==> config.mk <==
export PLATFORM = sky130hd
export DESIGN_NAME = uart_tx_arbiter
export DESIGN_NICKNAME = d
export VERILOG_FILES = /design/src/rtl/uart_tx_arbiter.sv
export SDC_FILE = /design/constraint.sdc
export NUM_CORES = 1
export LEC_CHECK = 0
export ABC_AREA = 1
export BUFFER_PORTS_ARGS = -buffer_cell sky130_fd_sc_hd__buf_2
export CORE_MARGIN = 8
export CORE_UTILIZATION = 37
export DETAILED_ROUTE_END_ITERATION = 12
export PLACE_DENSITY = 0.68
export SLEW_MARGIN = 40
export SYNTH_ARGS = -nofsm -noshare
export SYNTH_HDL_FRONTEND = slang
export SYNTH_SLANG_ARGS = --single-unit
==> constraint.sdc <==
create_clock -name clk -period 2.3 [get_ports clk]
set_clock_uncertainty 0.2 [all_clocks]
set_input_delay 0.115 -clock clk [delete_from_list [all_inputs] [get_ports clk]]
set_output_delay 0.115 -clock clk [all_outputs]
set_load 0.02 [all_outputs]
==> src/rtl/uart_tx_arbiter.sv <==
`default_nettype none
// ============================================================================
// Module      : uart_tx_arbiter
// Description : Round-robin arbiter sharing one UART transmitter between the
//               RX echo path (requester 0) and the status/message source
//               (requester 1). Launches each accepted byte with a one-cycle
//               transmit pulse, follows the PHY busy flag through start and
//               completion, abandons bytes whose start never appears, and
//               counts completed bytes.
// Revision    : 1.0 - initial release
// ============================================================================
module uart_tx_arbiter #(
  parameter int START_TIMEOUT = 16,
  parameter int GAP_CYCLES    = 0,
  parameter int CNT_W         = 16
) (
  input  logic             clk,
  input  logic             rst,
  input  logic             req0_valid,
  input  logic [7:0]       req0_byte,
  output logic             req0_ready,
  input  logic             req1_valid,
  input  logic [7:0]       req1_byte,
  output logic             req1_ready,
  output logic             uart_transmit,
  output logic [7:0]       uart_tx_byte,
  input  logic             uart_is_transmitting,
  output logic             busy,
  output logic             grant_id,
  output logic             start_timeout,
  output logic [CNT_W-1:0] tx_count
);

  typedef enum logic [2:0] {
    S_IDLE       = 3'd0,
    S_LAUNCH     = 3'd1,
    S_WAIT_START = 3'd2,
    S_WAIT_DONE  = 3'd3,
    S_GAP        = 3'd4
  } state_e;

  localparam int          TW       = $clog2(START_TIMEOUT + 1);
  localparam int          GW       = (GAP_CYCLES > 1) ? $clog2(GAP_CYCLES) : 1;
  localparam logic [TW-1:0] TO_LAST  = TW'(START_TIMEOUT - 1);
  localparam logic [GW-1:0] GAP_LAST = GW'(GAP_CYCLES - 1);
  // Where a finished or abandoned byte leaves the FSM.
  localparam state_e      S_AFTER  = (GAP_CYCLES > 0) ? S_GAP : S_IDLE;

  state_e           state_q, state_d;
  logic             last_grant_q, last_grant_d;
  logic [7:0]       tx_byte_q, tx_byte_d;
  logic             grant_q, grant_d;
  logic             sto_q, sto_d;
  logic [CNT_W-1:0] cnt_q, cnt_d;
  logic [TW-1:0]    to_cnt_q, to_cnt_d;
  logic [GW-1:0]    gap_cnt_q, gap_cnt_d;
  logic             sel;

  // Arbitration: a lone requester wins outright, contention goes to the one not served last.
  always_comb begin
    sel = req1_valid;
    if (req0_valid && req1_valid) begin
      sel = ~last_grant_q;
    end
    req0_ready = (state_q == S_IDLE) & req0_valid & ~sel;
    req1_ready = (state_q == S_IDLE) & req1_valid & sel;
  end

  // Next-state logic for the launch / start-wait / done-wait / gap sequence.
  always_comb begin
    state_d      = state_q;
    last_grant_d = last_grant_q;
    tx_byte_d    = tx_byte_q;
    grant_d      = grant_q;
    sto_d        = 1'b0;
    cnt_d        = cnt_q;
    to_cnt_d     = to_cnt_q;
    gap_cnt_d    = gap_cnt_q;
    case (state_q)
      S_IDLE: begin
        if (req0_ready || req1_ready) begin
          tx_byte_d    = sel ? req1_byte : req0_byte;
          grant_d      = sel;
          last_grant_d = sel;
          state_d      = S_LAUNCH;
        end
      end
      S_LAUNCH: begin
        // The PHY flag is deliberately not looked at here: it may still be
        // high from an earlier byte.
        to_cnt_d = '0;
        state_d  = S_WAIT_START;
      end
      S_WAIT_START: begin
        if (uart_is_transmitting) begin
          state_d = S_WAIT_DONE;
        end else if (to_cnt_q == TO_LAST) begin
          // Byte is dropped, never retried and never counted.
          sto_d     = 1'b1;
          gap_cnt_d = '0;
          state_d   = S_AFTER;
        end else begin
          to_cnt_d = to_cnt_q + TW'(1);
        end
      end
      S_WAIT_DONE: begin
        if (!uart_is_transmitting) begin
          cnt_d     = cnt_q + CNT_W'(1);
          gap_cnt_d = '0;
          state_d   = S_AFTER;
        end
      end
      S_GAP: begin
        if (gap_cnt_q == GAP_LAST) begin
          state_d = S_IDLE;
        end else begin
          gap_cnt_d = gap_cnt_q + GW'(1);
        end
      end
      default: begin
        state_d = S_IDLE;
      end
    endcase
  end

  // State and datapath registers; reset returns everything to idle at once.
  always_ff @(posedge clk or negedge rst) begin
    if (!rst) begin
      state_q      <= S_IDLE;
      last_grant_q <= 1'b1;
      tx_byte_q    <= 8'h00;
      grant_q      <= 1'b0;
      sto_q        <= 1'b0;
      cnt_q        <= '0;
      to_cnt_q     <= '0;
      gap_cnt_q    <= '0;
    end else begin
      state_q      <= state_d;
      last_grant_q <= last_grant_d;
      tx_byte_q    <= tx_byte_d;
      grant_q      <= grant_d;
      sto_q        <= sto_d;
      cnt_q        <= cnt_d;
      to_cnt_q     <= to_cnt_d;
      gap_cnt_q    <= gap_cnt_d;
    end
  end

  // Transmit pulse decoded from state so it falls with an asynchronous reset.
  always_comb begin
    uart_transmit = (state_q == S_LAUNCH);
    busy          = (state_q != S_IDLE);
    uart_tx_byte  = tx_byte_q;
    grant_id      = grant_q;
    start_timeout = sto_q;
    tx_count      = cnt_q;
  end

endmodule
`default_nettype wire

==> impl_metrics.yaml <==
outcome:
  outcome: "complete, no violations"
grt:
  gr-usage-met3_pct: 5.17
  grt_pass1_vias: 1692
  grt_use_total_pct: 12.7
  grt_busiest_layer: "met2"
  overflow: 0
  antenna_found_initial: 0
  grtUsageMet2_pct: 21.7
  grt_max_degree: 35
  use_met1_pct: 13.7
  grt_pass1_wl_um: 7450
sta:
  slew_viol_final: 0
  fin_tns_setup_ns: 0
  worst_hold_slack_ns: 0.108
  setup_violations: 0
  fmax_mhz: 463
  relSlewSlack_pct: 71.5
  tightest_slew_ns: 0.427
  grt_setup_unrepaired: "false"
  finalCritPeriodShare_pct: 93.9
  hold_viol: 0
  fin_crit_ns: 2.16
job:
  maxCapViolCount: 0
setup_path:
  crit_fanout: 17
  critPathLaunchType: "flop"
  cp.arrival_ns: 2.18
  cp-end-kind: "flop"
  worst-setup-path-type: "reg -> reg"
  critical-path-slowest-cell: "dlygate4sd3_1"
  critical_path_required_ns: 2.32
  path_cells: "inv_1 -> ha_2 -> o21ai_1 -> bufinv_8 -> nor2_1 -> a31oi_1 -> dlygate4sd3_1"
  cpPeakStageDelay_ns: 0.57
synthesis:
  synth_nets: 238
  synth.distinct_cells: 29
  syn_area_per_cell_um2: 8.37
  ys.warnings.count: 0
  postSynthCellCount: 209
  synth_seq_cells: 34
  synth_area_um2: 1750
  yosysSeqAreaShare_pct: 48.7
clocking:
  clk_pin_slew_ns: 0.07
  clockBufferDepth: 2
  cts_buffers: 5
  cts_tree: "done"
  post-cts-setup-buffers: 0
  cts_num_sinks: 34
  h-tree-depth: 2
  clockRootBuffer: "clkbuf_8"
  insertion_delay_ns: 0.28
layout:
  fin_nets: 314
  final_cell_mix: "nand2_1 (61), buf_2 (49), dfrtp_1 (32)"
  finalInstanceArea_um2: 2360
  drive_above_1_share_pct: 26.3
  mostFrequentLayoutCell: "nand2_1"
  insertedDiodeCount: 0
  syn2layout_area_growth_pct: 35.1
  fillers: 452
  finish.utilization_pct: 51.0
power:
  p_switching_uw: 934
  power.share.clock_pct: 17.7
  p_int_uw: 1420
  p_comb_share_pct: 45.8
  seq_power_share_pct: 36.5
  power.density_nw_per_um2: 997
  swShare_pct: 39.7
  irDropWorstVdd_mv: 0.641
  p_leak_uw: 0.00120
floorplanning:
  boundaryPins: 51
  rows: 25
  chipWidth_um: 84.8
  dieArea_um2: 7180
  fp.dieH_um: 84.8
  core_area_um2: 4630
  start_util_pct: 37.8
detailed_routing:
  first_pass_iters: 4
  dr.first_iter.drc_count: 57
  via_count: 1633
  drt-total-wl_um: 4360
  viasPerCell: 4.82
  drcViolationCount: 0
  avgRoutedWirePerCell_um: 12.9
  antenna_left: 0
placement:
  placed_area_um2: 2060
  place_hpwl_um: 3100
  port_buffers: 50
  gp_congestion: 0.790
worst_hold_path:
  hold_class: "in -> async"
==> cells in the mapped netlist <==
| master | number | share of area, % |
|---|---|---|
| nand2_1 | 61 | 13 |
| dfrtp_1 | 33 | 47 |
| nor2_1 | 30 | 6.4 |
| inv_1 | 17 | 3.6 |
| a31oi_1 | 8 | 2.9 |
| ha_1 | 8 | 5.7 |
| xor2_1 | 6 | 3.0 |
| nand2_2 | 5 | 1.8 |
| nand3_1 | 4 | 1.1 |
| nor2_2 | 4 | 1.4 |
| nor3_1 | 4 | 1.1 |
| a21oi_1 | 3 | 0.86 |
| nand3b_1 | 3 | 1.3 |
| nand4_1 | 3 | 1.1 |
| o21ai_0 | 3 | 0.86 |
| inv_2 | 2 | 0.43 |
| nor2_4 | 2 | 1.3 |
| xnor2_1 | 2 | 1.0 |
| a22oi_1 | 1 | 0.43 |
| buf_2 | 1 | 0.29 |
| clkinv_1 | 1 | 0.21 |
| dfstp_2 | 1 | 1.5 |
| mux2i_1 | 1 | 0.57 |
| nand3_2 | 1 | 0.57 |
| nor3_2 | 1 | 0.57 |
| o21ai_1 | 1 | 0.29 |
| o21ai_2 | 1 | 0.50 |
| o21bai_1 | 1 | 0.43 |
| o22ai_1 | 1 | 0.36 |
==> flip-flops by register name, indices dropped and copies added, names as in the netlist <==
register,cells
grant_id,1
start_timeout,1
tx_count,16
to_cnt_q,5
state_q,2
uart_tx_byte,8
last_grant_q,1
==> layer usage <==
layer / wire length, um / part of all wire, %
met5: 0 / 0
met4: 93 / 2.1
met3: 269 / 6.2
met2: 2130 / 49
met1: 1870 / 43
==> kinds of logic after synthesis <==
| kind of cell | Yosys count | synth area share (%) |
|---|---|---|
| flops | 34 | 48.7 |
| buf+inv | 21 | 4.58 |
| mux | 1 | 0.572 |
| fa+ha+maj | 8 | 5.72 |
| simple gates | 118 | 29.8 |
| compound gates | 19 | 6.58 |
| xor+xnor | 8 | 4.01 |
==> repair_timing <==
action / CTS / global route
hold endpoints to repair: 44 / 0
hold buffers: 20 / 0
setup endpoints to repair: 0 / 8
gates resized for setup: 0 / 5
==> per-stage QoR <==
step	cells	setup slack [ns]	power (uW)
6_report	339	0.140	2350
5_1_grt	339	0.0261	2530
4_1_cts	339	0.107	2330
3_5_place_dp	312	0.371	1750
3_3_place_gp	312	0.506	1730
2_1_floorplan	209	0.602	1460
==> critical path: cells and delay by family (launching register included) <==
kind / cells / cell delay [ns]
buffers and inverters: 3 / 0.94
flip-flops: 1 / 0.44
adder cells (fa/ha/maj): 1 / 0.23
AO/OA/AOI/OAI: 2 / 0.23
AND/OR/NAND/NOR: 1 / 0.06
==> power groups by stage <==
stage	registers [uW]	logic (uW)	clock network [uW]
after detailed placement	872	877	0
after global placement	868	865	0
after CTS	860	1040	428
final	860	1080	417
after floorplan	989	475	0
after global routing	882	1190	453
==> area by class of cell <==
class	count	area, um^2	share of cell area [%]
clock buffers	7	76.3	3.23
inverters	20	92.6	3.92
multi-input cells	154	820	34.7
flip-flops and latches	34	853	36.1
well taps	54	67.6	2.86
repair buffers	70	453	19.2
==> final timing paths <==
path / from / end / slack, ns / cells after the start
max: state_q[0]$_DFFE_PN0P_ / uart_tx_byte[1]$_DFFE_PN0P_ / 0.14 / 7
min: rst / tx_count[3]$_DFFE_PN0P_ / 0.11 / 2
max reg2reg: state_q[0]$_DFFE_PN0P_ / uart_tx_byte[1]$_DFFE_PN0P_ / 0.14 / 7
min reg2reg: last_grant_q$_DFFE_PN1P_ / last_grant_q$_DFFE_PN1P_ / 0.27 / 2
max in group asynchronous: rst / last_grant_q$_DFFE_PN1P_ / 1.45 / 2
min in group clk: req1_valid / last_grant_q$_DFFE_PN1P_ / 0.13 / 5
No activity file was read; power rests on OpenSTA's default activity.
